### config.mk
export PLATFORM = sky130hd
export DESIGN_NAME = nios_system_pio_sequencer_flat
export DESIGN_NICKNAME = d
export VERILOG_FILES = /design/src/rtl/nios_pio_seq_pkg.sv /design/src/rtl/nios_system_pio_sequencer_if.sv /design/src/rtl/nios_pio_seq_tick.sv /design/src/rtl/nios_system_pio_sequencer.sv /design/src/flat_wrapper.sv
export SDC_FILE = /design/constraint.sdc
export NUM_CORES = 1
export LEC_CHECK = 0
export CAP_MARGIN = 10
export CORE_ASPECT_RATIO = 0.5
export CORE_MARGIN = 8
export CORE_UTILIZATION = 45
export DETAILED_ROUTE_END_ITERATION = 6
export PLACE_DENSITY = 0.72
export SLEW_MARGIN = 20
export SYNTH_ARGS = -nofsm -noshare
export SYNTH_HDL_FRONTEND = slang
export SYNTH_SLANG_ARGS = --single-unit
### constraint.sdc
create_clock -name clk -period 8.35 [get_ports clk]
set_input_delay 1.67 -clock clk [delete_from_list [all_inputs] [get_ports clk]]
set_output_delay 1.67 -clock clk [all_outputs]
set_load 0.03 [all_outputs]
### src/rtl/nios_pio_seq_pkg.sv
// Shared constants and types for the PIO pattern sequencer.
package nios_pio_seq_pkg;

  localparam int unsigned DepthDefault   = 8;
  localparam int unsigned DataWDefault   = 3;
  localparam int unsigned PeriodWDefault = 24;

  // Configuration slave word offsets; PAT entries live at 8..15 (address bit 3 set).
  localparam logic [3:0] AddrCtrl   = 4'd0;
  localparam logic [3:0] AddrStatus = 4'd1;
  localparam logic [3:0] AddrPeriod = 4'd2;
  localparam logic [3:0] AddrLength = 4'd3;

  localparam int unsigned CtrlRunBit    = 0;
  localparam int unsigned CtrlLoopBit   = 1;
  localparam int unsigned CtrlIrqEnBit  = 2;
  localparam int unsigned StatusBusyBit = 0;
  localparam int unsigned StatusDoneBit = 1;

  typedef enum logic [1:0] {
    StIdle  = 2'd0,
    StWrite = 2'd1,
    StWait  = 2'd2
  } seq_state_e;

endpackage

### src/rtl/nios_system_pio_sequencer_if.sv
// Configuration slave port plus master port toward the downstream PIO.
interface nios_system_pio_sequencer_if;
  logic [3:0]  s_address;
  logic        s_chipselect;
  logic        s_write_n;
  logic [31:0] s_writedata;
  logic [31:0] s_readdata;
  logic [1:0]  m_address;
  logic        m_chipselect;
  logic        m_write_n;
  logic [31:0] m_writedata;
  logic        irq;

  // Sequencer side.
  modport slave (
    input  s_address, s_chipselect, s_write_n, s_writedata,
    output s_readdata, m_address, m_chipselect, m_write_n, m_writedata, irq
  );

  // Host / PIO side.
  modport master (
    output s_address, s_chipselect, s_write_n, s_writedata,
    input  s_readdata, m_address, m_chipselect, m_write_n, m_writedata, irq
  );
endinterface

### src/rtl/nios_pio_seq_tick.sv
// Loadable down-counter that paces the gap between PIO writes.
module nios_pio_seq_tick
  import nios_pio_seq_pkg::*;
#(
  parameter int unsigned WIDTH = PeriodWDefault
) (
  input  logic             clk,
  input  logic             reset,
  input  logic             load,
  input  logic [WIDTH-1:0] load_value,
  input  logic             enable,
  output logic             zero
);
  logic [WIDTH-1:0] count_q, count_d;

  // Load wins over decrement; the count saturates at zero.
  always_comb begin
    count_d = count_q;
    if (load) begin
      count_d = load_value;
    end else if (enable && count_q != '0) begin
      count_d = count_q - WIDTH'(1);
    end
  end

  // Count register.
  always_ff @(posedge clk or posedge reset) begin
    if (reset) count_q <= '0;
    else       count_q <= count_d;
  end

  // Flags the enabled cycle whose decrement reaches zero.
  assign zero = enable && (count_q <= WIDTH'(1));
endmodule

### src/rtl/nios_system_pio_sequencer.sv
// Plays a short table of patterns into a PIO slave at a programmable period.
module nios_system_pio_sequencer
  import nios_pio_seq_pkg::*;
#(
  parameter int unsigned DATA_W   = DataWDefault,
  parameter int unsigned PERIOD_W = PeriodWDefault,
  parameter int unsigned DEPTH    = DepthDefault
) (
  input logic                         clk,
  input logic                         reset,
  nios_system_pio_sequencer_if.slave  bus
);
  seq_state_e          state_q, state_d;
  logic                run_q, run_d, loop_q, irq_en_q, done_q, done_d;
  logic [PERIOD_W-1:0] period_q, tick_value;
  logic [2:0]          length_q, index_q, index_d;
  logic [DATA_W-1:0]   pat_q [DEPTH];
  logic                wr_en, ctrl_wr, status_wr, period_wr, length_wr, pat_wr, abort;
  logic                tick_load, tick_zero, in_write;
  logic                unused_wdata;

  assign wr_en     = bus.s_chipselect && !bus.s_write_n;
  assign ctrl_wr   = wr_en && (bus.s_address == AddrCtrl);
  assign status_wr = wr_en && (bus.s_address == AddrStatus);
  assign period_wr = wr_en && (bus.s_address == AddrPeriod);
  assign length_wr = wr_en && (bus.s_address == AddrLength);
  assign pat_wr    = wr_en && bus.s_address[3];
  assign abort     = ctrl_wr && !bus.s_writedata[CtrlRunBit] && (state_q != StIdle);
  assign in_write  = (state_q == StWrite);
  assign tick_value = (period_q == '0) ? PERIOD_W'(1) : period_q;
  assign unused_wdata = ^bus.s_writedata;

  nios_pio_seq_tick #(
    .WIDTH (PERIOD_W)
  ) u_tick (
    .clk        (clk),
    .reset      (reset),
    .load       (tick_load),
    .load_value (tick_value),
    .enable     (state_q == StWait),
    .zero       (tick_zero)
  );

  // Next state, sequence index, run and done flags.
  always_comb begin
    state_d   = state_q;
    index_d   = index_q;
    run_d     = ctrl_wr ? bus.s_writedata[CtrlRunBit] : run_q;
    done_d    = (status_wr && bus.s_writedata[StatusDoneBit]) ? 1'b0 : done_q;
    tick_load = 1'b0;
    if (abort) begin
      state_d = StIdle;
    end else begin
      unique case (state_q)
        StIdle: begin
          if (ctrl_wr && bus.s_writedata[CtrlRunBit]) begin
            state_d = StWrite;
            index_d = '0;
          end
        end
        StWrite: begin
          tick_load = 1'b1;
          state_d   = StWait;
        end
        StWait: begin
          if (tick_zero) begin
            // >= so a LENGTH shrunk below the index ends the sequence.
            if (index_q < length_q) begin
              index_d = index_q + 3'd1;
              state_d = StWrite;
            end else if (loop_q) begin
              index_d = '0;
              state_d = StWrite;
            end else begin
              done_d  = 1'b1;  // overrides a same-edge W1C
              run_d   = 1'b0;
              state_d = StIdle;
            end
          end
        end
        default: state_d = StIdle;
      endcase
    end
  end

  // Register file and FSM state.
  always_ff @(posedge clk or posedge reset) begin
    if (reset) begin
      state_q  <= StIdle;
      index_q  <= '0;
      run_q    <= 1'b0;
      loop_q   <= 1'b0;
      irq_en_q <= 1'b0;
      done_q   <= 1'b0;
      period_q <= '0;
      length_q <= '0;
      for (int i = 0; i < DEPTH; i++) pat_q[i] <= '0;
    end else begin
      state_q <= state_d;
      index_q <= index_d;
      run_q   <= run_d;
      done_q  <= done_d;
      if (ctrl_wr) begin
        loop_q   <= bus.s_writedata[CtrlLoopBit];
        irq_en_q <= bus.s_writedata[CtrlIrqEnBit];
      end
      if (period_wr) period_q <= bus.s_writedata[PERIOD_W-1:0];
      if (length_wr) length_q <= bus.s_writedata[2:0];
      if (pat_wr)    pat_q[bus.s_address[2:0]] <= bus.s_writedata[DATA_W-1:0];
    end
  end

  // Zero-wait-state register read mux.
  always_comb begin
    bus.s_readdata = '0;
    if (bus.s_address[3]) begin
      bus.s_readdata[DATA_W-1:0] = pat_q[bus.s_address[2:0]];
    end else begin
      case (bus.s_address)
        AddrCtrl:   bus.s_readdata[2:0] = {irq_en_q, loop_q, run_q};
        AddrStatus: bus.s_readdata[1:0] = {done_q, state_q != StIdle};
        AddrPeriod: bus.s_readdata[PERIOD_W-1:0] = period_q;
        AddrLength: bus.s_readdata[2:0] = length_q;
        default:    bus.s_readdata = '0;
      endcase
    end
  end

  // Master strobe is live only in the single WRITE cycle.
  always_comb begin
    bus.m_address    = 2'd0;
    bus.m_chipselect = in_write;
    bus.m_write_n    = !in_write;
    bus.m_writedata  = in_write ? 32'(pat_q[index_q]) : 32'd0;
    bus.irq          = done_q && irq_en_q;
  end
endmodule

### src/flat_wrapper.sv
// flat-port wrapper written by rule: the top's interface ports become plain ports
module nios_system_pio_sequencer_flat import nios_pio_seq_pkg::*;
#(
  parameter int unsigned DATA_W   = DataWDefault,
  parameter int unsigned PERIOD_W = PeriodWDefault,
  parameter int unsigned DEPTH    = DepthDefault
)
  (clk, reset, bus_s_address, bus_s_chipselect, bus_s_write_n, bus_s_writedata, bus_s_readdata, bus_m_address, bus_m_chipselect, bus_m_write_n, bus_m_writedata, bus_irq);
  nios_system_pio_sequencer_if bus_i ();
  input logic clk;
  input logic reset;
  input wire logic [$bits(bus_i.s_address)-1:0] bus_s_address;
  input wire logic [$bits(bus_i.s_chipselect)-1:0] bus_s_chipselect;
  input wire logic [$bits(bus_i.s_write_n)-1:0] bus_s_write_n;
  input wire logic [$bits(bus_i.s_writedata)-1:0] bus_s_writedata;
  output wire logic [$bits(bus_i.s_readdata)-1:0] bus_s_readdata;
  output wire logic [$bits(bus_i.m_address)-1:0] bus_m_address;
  output wire logic [$bits(bus_i.m_chipselect)-1:0] bus_m_chipselect;
  output wire logic [$bits(bus_i.m_write_n)-1:0] bus_m_write_n;
  output wire logic [$bits(bus_i.m_writedata)-1:0] bus_m_writedata;
  output wire logic [$bits(bus_i.irq)-1:0] bus_irq;
  assign bus_i.s_address = bus_s_address;
  assign bus_i.s_chipselect = bus_s_chipselect;
  assign bus_i.s_write_n = bus_s_write_n;
  assign bus_i.s_writedata = bus_s_writedata;
  assign bus_s_readdata = bus_i.s_readdata;
  assign bus_m_address = bus_i.m_address;
  assign bus_m_chipselect = bus_i.m_chipselect;
  assign bus_m_write_n = bus_i.m_write_n;
  assign bus_m_writedata = bus_i.m_writedata;
  assign bus_irq = bus_i.irq;
  nios_system_pio_sequencer #(.DATA_W(DATA_W), .PERIOD_W(PERIOD_W), .DEPTH(DEPTH)) u_core (.clk(clk), .reset(reset), .bus(bus_i));
endmodule
# Word-level counts from Yosys, hierarchy flattened

Index checks and enable logic that the tools add are counted.

Add/sub/neg operators: 2
Multiply operators: 0
Div/mod/pow operators: 0
$lt $le $gt $ge: 5
Eq/ne operators: 10
Shifts and indexed selects: 0
Muxes and demuxes: 43
Bitwise gates (word level): 3
Reduce and logical (&&, ||, !) cells: 26

Operator list:

| cell                  | count |
|---|---|
| $mux 24               | 3 |
| $mux 21               | 2 |
| $mux 3                | 11 |
| $bwmux 24             | 1 |
| $le 24x1->1 const B   | 1 |
| $logic_not 24->1      | 1 |
| $reduce_bool 24->1    | 1 |
| $sub 24x1->24 const B | 1 |
| $bmux 3 s3            | 2 |
| $mux 1                | 15 |
| $logic_and 1x1->1     | 14 |
| $demux 3 s3           | 1 |
| $ne 3x1->1 const B    | 3 |
| $eq 4x2->1 const B    | 2 |
| $ge 4x4->1 const B    | 2 |
| $mux 2                | 4 |
| $not 3->4             | 2 |
| $pmux 2 s4            | 1 |
| $pmux 2 s3            | 1 |
| $pmux 3 s2            | 1 |
| $reduce_bool 2->1     | 3 |
| $reduce_and 5->1      | 1 |
| $eq 4x1->1 const B    | 1 |
| $logic_not 4->1       | 1 |
| other kinds (11)      | 14 |

Register bits: 84
Bits in latches: 0
RAM bits: 0
Memory bits (read-only): 0
Bits of input ports: 40
Output and inout bits: 69
Word-level logic and storage cells: 106
Memories: 0

# Longest topological paths before layout

Word-level depth: 10
Depth in mapped cells: 8
Gate-level depth less buffers: 7

# By module

Synthesis repeated with hierarchy kept, for this count alone.

Cells, all modules: 482
Area, all modules: 5124.9 um^2

By module, submodules not included:

| module                    | times used | cells each | area an instance (um^2) | seq. area each (um^2) |
|---|---|---|---|---|
| nios_system_pio_sequencer | 1          | 317        | 3628.5                  | 1501.4 |
| nios_pio_seq_tick         | 1          | 165        | 1496.4                  | 600.6 |

# Worst setup path before layout

No wires, ideal clock.

Path kind: input-to-output
Start: input bus_s_address[0]
End: output bus_s_readdata[1]
Arrival: 3.823 ns
Slack: 2.857 ns
Cell stages on the path: 6
Path buffers: 2
Cells stage by stage: clkbuf_1 > buf_1 > mux2i_1 > nor2_1 > a31oi_1 > o311ai_0

Word-level cells in the longest chain between the ends: 5
Elaborated cells on any way between the ends: 10
Those cells by class: 3 x eq/ne; 5 x mux; 1 x bitwise; 1 x reduce/logical

Ends and longest elaborated chain:

| element                                   | RTL line                         | RTL |
|---|---|---|
| start, declared                           | flat_wrapper.sv:12               | `input wire logic [$bits(bus_i.s_address)-1:0] bus_s_address;` |
| $not 3->4 (not written as such)           | nios_system_pio_sequencer.sv:117 | `bus.s_readdata[DATA_W-1:0] = pat_q[bus.s_address[2:0]];` |
| $bmux 3 s3                                | nios_system_pio_sequencer.sv:117 |  |
| $mux 3 (not written as such) (2 in a row) | nios_system_pio_sequencer.sv:117 |  |
| $mux 3 *                                  | nios_system_pio_sequencer.sv:116 | `if (bus.s_address[3]) begin` |
| end, declared                             | flat_wrapper.sv:16               | `output wire logic [$bits(bus_i.s_readdata)-1:0] bus_s_readdata;` |

Every way passes the cells marked *; elsewhere a longest branch is shown, timed or not. The select of a mux whose other input is x is not followed.

# Final worst setup path

Ends and elaborated chain as after synthesis.

==> metrics.yaml <==
status:
  status: "complete, no violations"
route:
  antenna_left: 0
  vias_per_cell: 5.73
  routed_wl_mm: 11.8
  vias: 3870
  dr.pass1.iters: 5
  drc_errors: 0
  wl_per_cell_um: 17.5
  drt_iter0_markers: 215
floorplan:
  start_util: 0.460
  fp.coreArea_um2: 10900
  die_y_um: 90.8
  num_rows: 27
  ios: 109
  die_x_um: 166
  die_area_um2: 15000
synth:
  synthTopCellsByArea: "dfrtp_1 42%, mux2_2 13%, buf_4 5.8%, mux4_2 4.9%, and2_1 3.0%"
  ys_ff_latch: 84
  ys_warn_count: 0
  yosys.area.top_type: "dfrtp_1"
  synthFlopType: "dfrtp_1"
  synth_area_um2: 5030
  seq_area_frac_synth: 0.418
  synth_cell_types: 57
  async_flop_share: 1.00
  synth_common_cells: "84 x dfrtp_1, 58 x mux2_2, 39 x buf_4, 25 x nor2_1"
  synth-edff-count: 0
  netlist_instances: 477
  avgSynthCellArea_um2: 10.5
  synth.most_common_cell: "dfrtp_1"
  netlist.area_leader.share: 0.418
grt:
  grt_pass1_vias: 3727
  grt_pass1_wl_mm: 19.0
  grt_use_total: 0.158
  grt_max_degree: 85
  antenna_found_initial: 0
  overflow: 0
power:
  p_sw_uw: 590
  ir_drop_v: 0.000130
  p_seq_frac: 0.397
  total_power_uw: 1610
  p_comb_frac: 0.351
  power_density_nw_per_um2: 271
  swShare: 0.367
  leakage_uw: 0.00248
  pwr-share-clk: 0.251
  intPower_uw: 1020
timing:
  drv_slew: 0
  rsz0062_at_grt: "no"
  finalHoldViolations: 0
  slew_headroom: 0.340
  tns_ns: 0
  min_period_ns: 6.16
  max_freq_mhz: 162
  finalCritPeriodShare: 0.737
  final.setup_skew_ns: 0.00425
  setup-violations-final: 0
  holdWs_ns: 0.526
  worstMarginPinSlew_ns: 0.984
worst_setup_path:
  cp-end-kind: "output port"
  cp.arrival_ns: 4.49
  criticalPathCategory: "in2out"
  cpMostUsedCell: "clkdlybuf4s50_1"
  start_kind: "input port"
  max_stage_delay_ns: 1.04
  crit_family: "buffers and inverters"
  cp_slowest_cell: "clkdlybuf4s50_1"
  worstPathRequired_ns: 6.68
  path_buf_inv: 2
  worstPathMaxFanout: 18
  cp_cell_sequence: "clkdlybuf4s50_1 -> mux4_2 -> mux2_2 -> nand2_1 -> o311ai_0 -> clkdlybuf4s50_1"
clock_network:
  clock-sinks: 84
  postCtsHoldBufs: 0
  cts_tree: "built"
  clk_pin_slew_ns: 0.06
  h-tree-depth: 3
  cts_buffers: 9
  ctsResizeCount: 0
  clk_latency_ns: 0.34
  cts_setup_buffers: 0
  clock_tree.buffer_depth: 2
  clockRootBuffer: "clkbuf_16"
finish:
  diodes: 0
  syn2layout_area_growth_pct: 17.9
  fillCellCount: 946
  fin_cells: 675
  nets: 571
  drive_gt1_frac: 0.191
placement:
  finalWeightedCongestion: 0.848
  portBuffers: 61
  dp.cells: 659
  hpwl_mm: 8.36
run:
  maxCapViolCount: 0
hold_path:
  hp-class: "reg2reg"
## state kept, by name (all words and copies together), names as in the netlist
| register | flops |
|---|---|
| u_core.u_tick.count_q | 24 |
| u_core.run_q | 1 |
| u_core.done_q | 1 |
| u_core.length_q | 3 |
| u_core.loop_q | 1 |
| u_core.period_q | 24 |
| u_core.index_q | 3 |
| u_core.irq_en_q | 1 |
| u_core.pat_q | 24 |
| u_core.state_q | 2 |
## worst paths after layout
path	start	slack [ns]	cells after the start	endpoint
setup / recovery	bus_s_address[0]	2.19	6	bus_s_readdata[1]
min in group asynchronous	reset	1.87	3	u_core.period_q[3]
setup reg to reg	u_core.u_tick.count_q[13]	5.24	5	u_core.u_tick.count_q[14]
hold / removal	u_core.pat_q[6]	0.53	1	u_core.pat_q[6]
max in group asynchronous	reset	5.98	3	u_core.pat_q[3]
hold reg to reg	u_core.pat_q[6]	0.53	1	u_core.pat_q[6]
## per-stage QoR
step,util,setup WS [ns],cell area (um^2)
after CTS,0.540,2.20,5920
after global routing,0.542,2.04,5930
after detailed placement,0.513,2.21,5610
after global placement,0.512,2.19,5610
final,0.542,2.19,5930
after floorplan,-,2.86,5170
## cell type report
class	count	area (um^2)	share of cell area
Multi-Input combinational cell	355	2660	0.449
Sequential cell	84	2100	0.354
Timing Repair Buffer	64	637	0.107
Clock buffer	12	256	0.0432
Tap cell	145	181	0.0306
Clock inverter	4	47.5	0.00802
Inverter	11	42.5	0.00717
## metal layers
| layer | global-route usage | part of all wire |
|---|---|---|
| met5 | 0 | 0 |
| met4 | 0.0421 | 0.0088 |
| met3 | 0.0378 | 0.073 |
| met2 | 0.257 | 0.49 |
| met1 | 0.205 | 0.43 |
## power by group through the flow
stage	Sequential [uW]	Combinational, uW	Clock, uW
after global placement	638	544	0
after detailed placement	643	558	0
after global routing	657	623	428
final	638	564	404
after floorplan	595	459	0
after CTS	637	564	413
## cells in the final DEF, fill, tap and decap left out, types with 3 or more instances in the layout
cell type / netlist / routed
a2111oi_0: 3 / 3
a211oi_1: 5 / 5
a21oi_1: 6 / 6
a221oi_1: 3 / 3
a31oi_1: 8 / 6
and2_1: 24 / 24
clkbuf_16: 0 / 9
clkdlybuf4s50_1: 0 / 61
clkinv_2: 0 / 3
conb_1: 1 / 39
dfrtp_1: 84 / 84
ha_1: 6 / 6
inv_1: 11 / 10
mux2_2: 58 / 58
mux2i_1: 11 / 11
mux4_2: 11 / 11
nand2_1: 24 / 23
nand2b_1: 5 / 5
nand3_1: 9 / 9
nand3b_1: 4 / 4
nor2_1: 25 / 25
nor2b_1: 5 / 5
nor3_1: 10 / 9
nor3b_1: 3 / 3
nor4_1: 12 / 12
o211ai_1: 3 / 3
o21ai_0: 19 / 19
o311ai_0: 3 / 3
or2_2: 3 / 3
or3_1: 9 / 9
or4_1: 7 / 7
xnor2_1: 3 / 3
xor2_1: 4 / 4
## kinds of logic after synthesis
| group | after synthesis | share of synthesized area |
|---|---|---|
| xor gates and xnor gates | 7 | 0.0122 |
| muxes | 80 | 0.201 |
| adders and majority gates | 6 | 0.0149 |
| and+or+nand+nor | 150 | 0.166 |
| DFF | 84 | 0.418 |
| AOI/OAI and AO/OA | 73 | 0.100 |
| other | 1 | 0.000745 |
| buffers and inverters | 76 | 0.0868 |
Power figures use the tool's default switching activity.
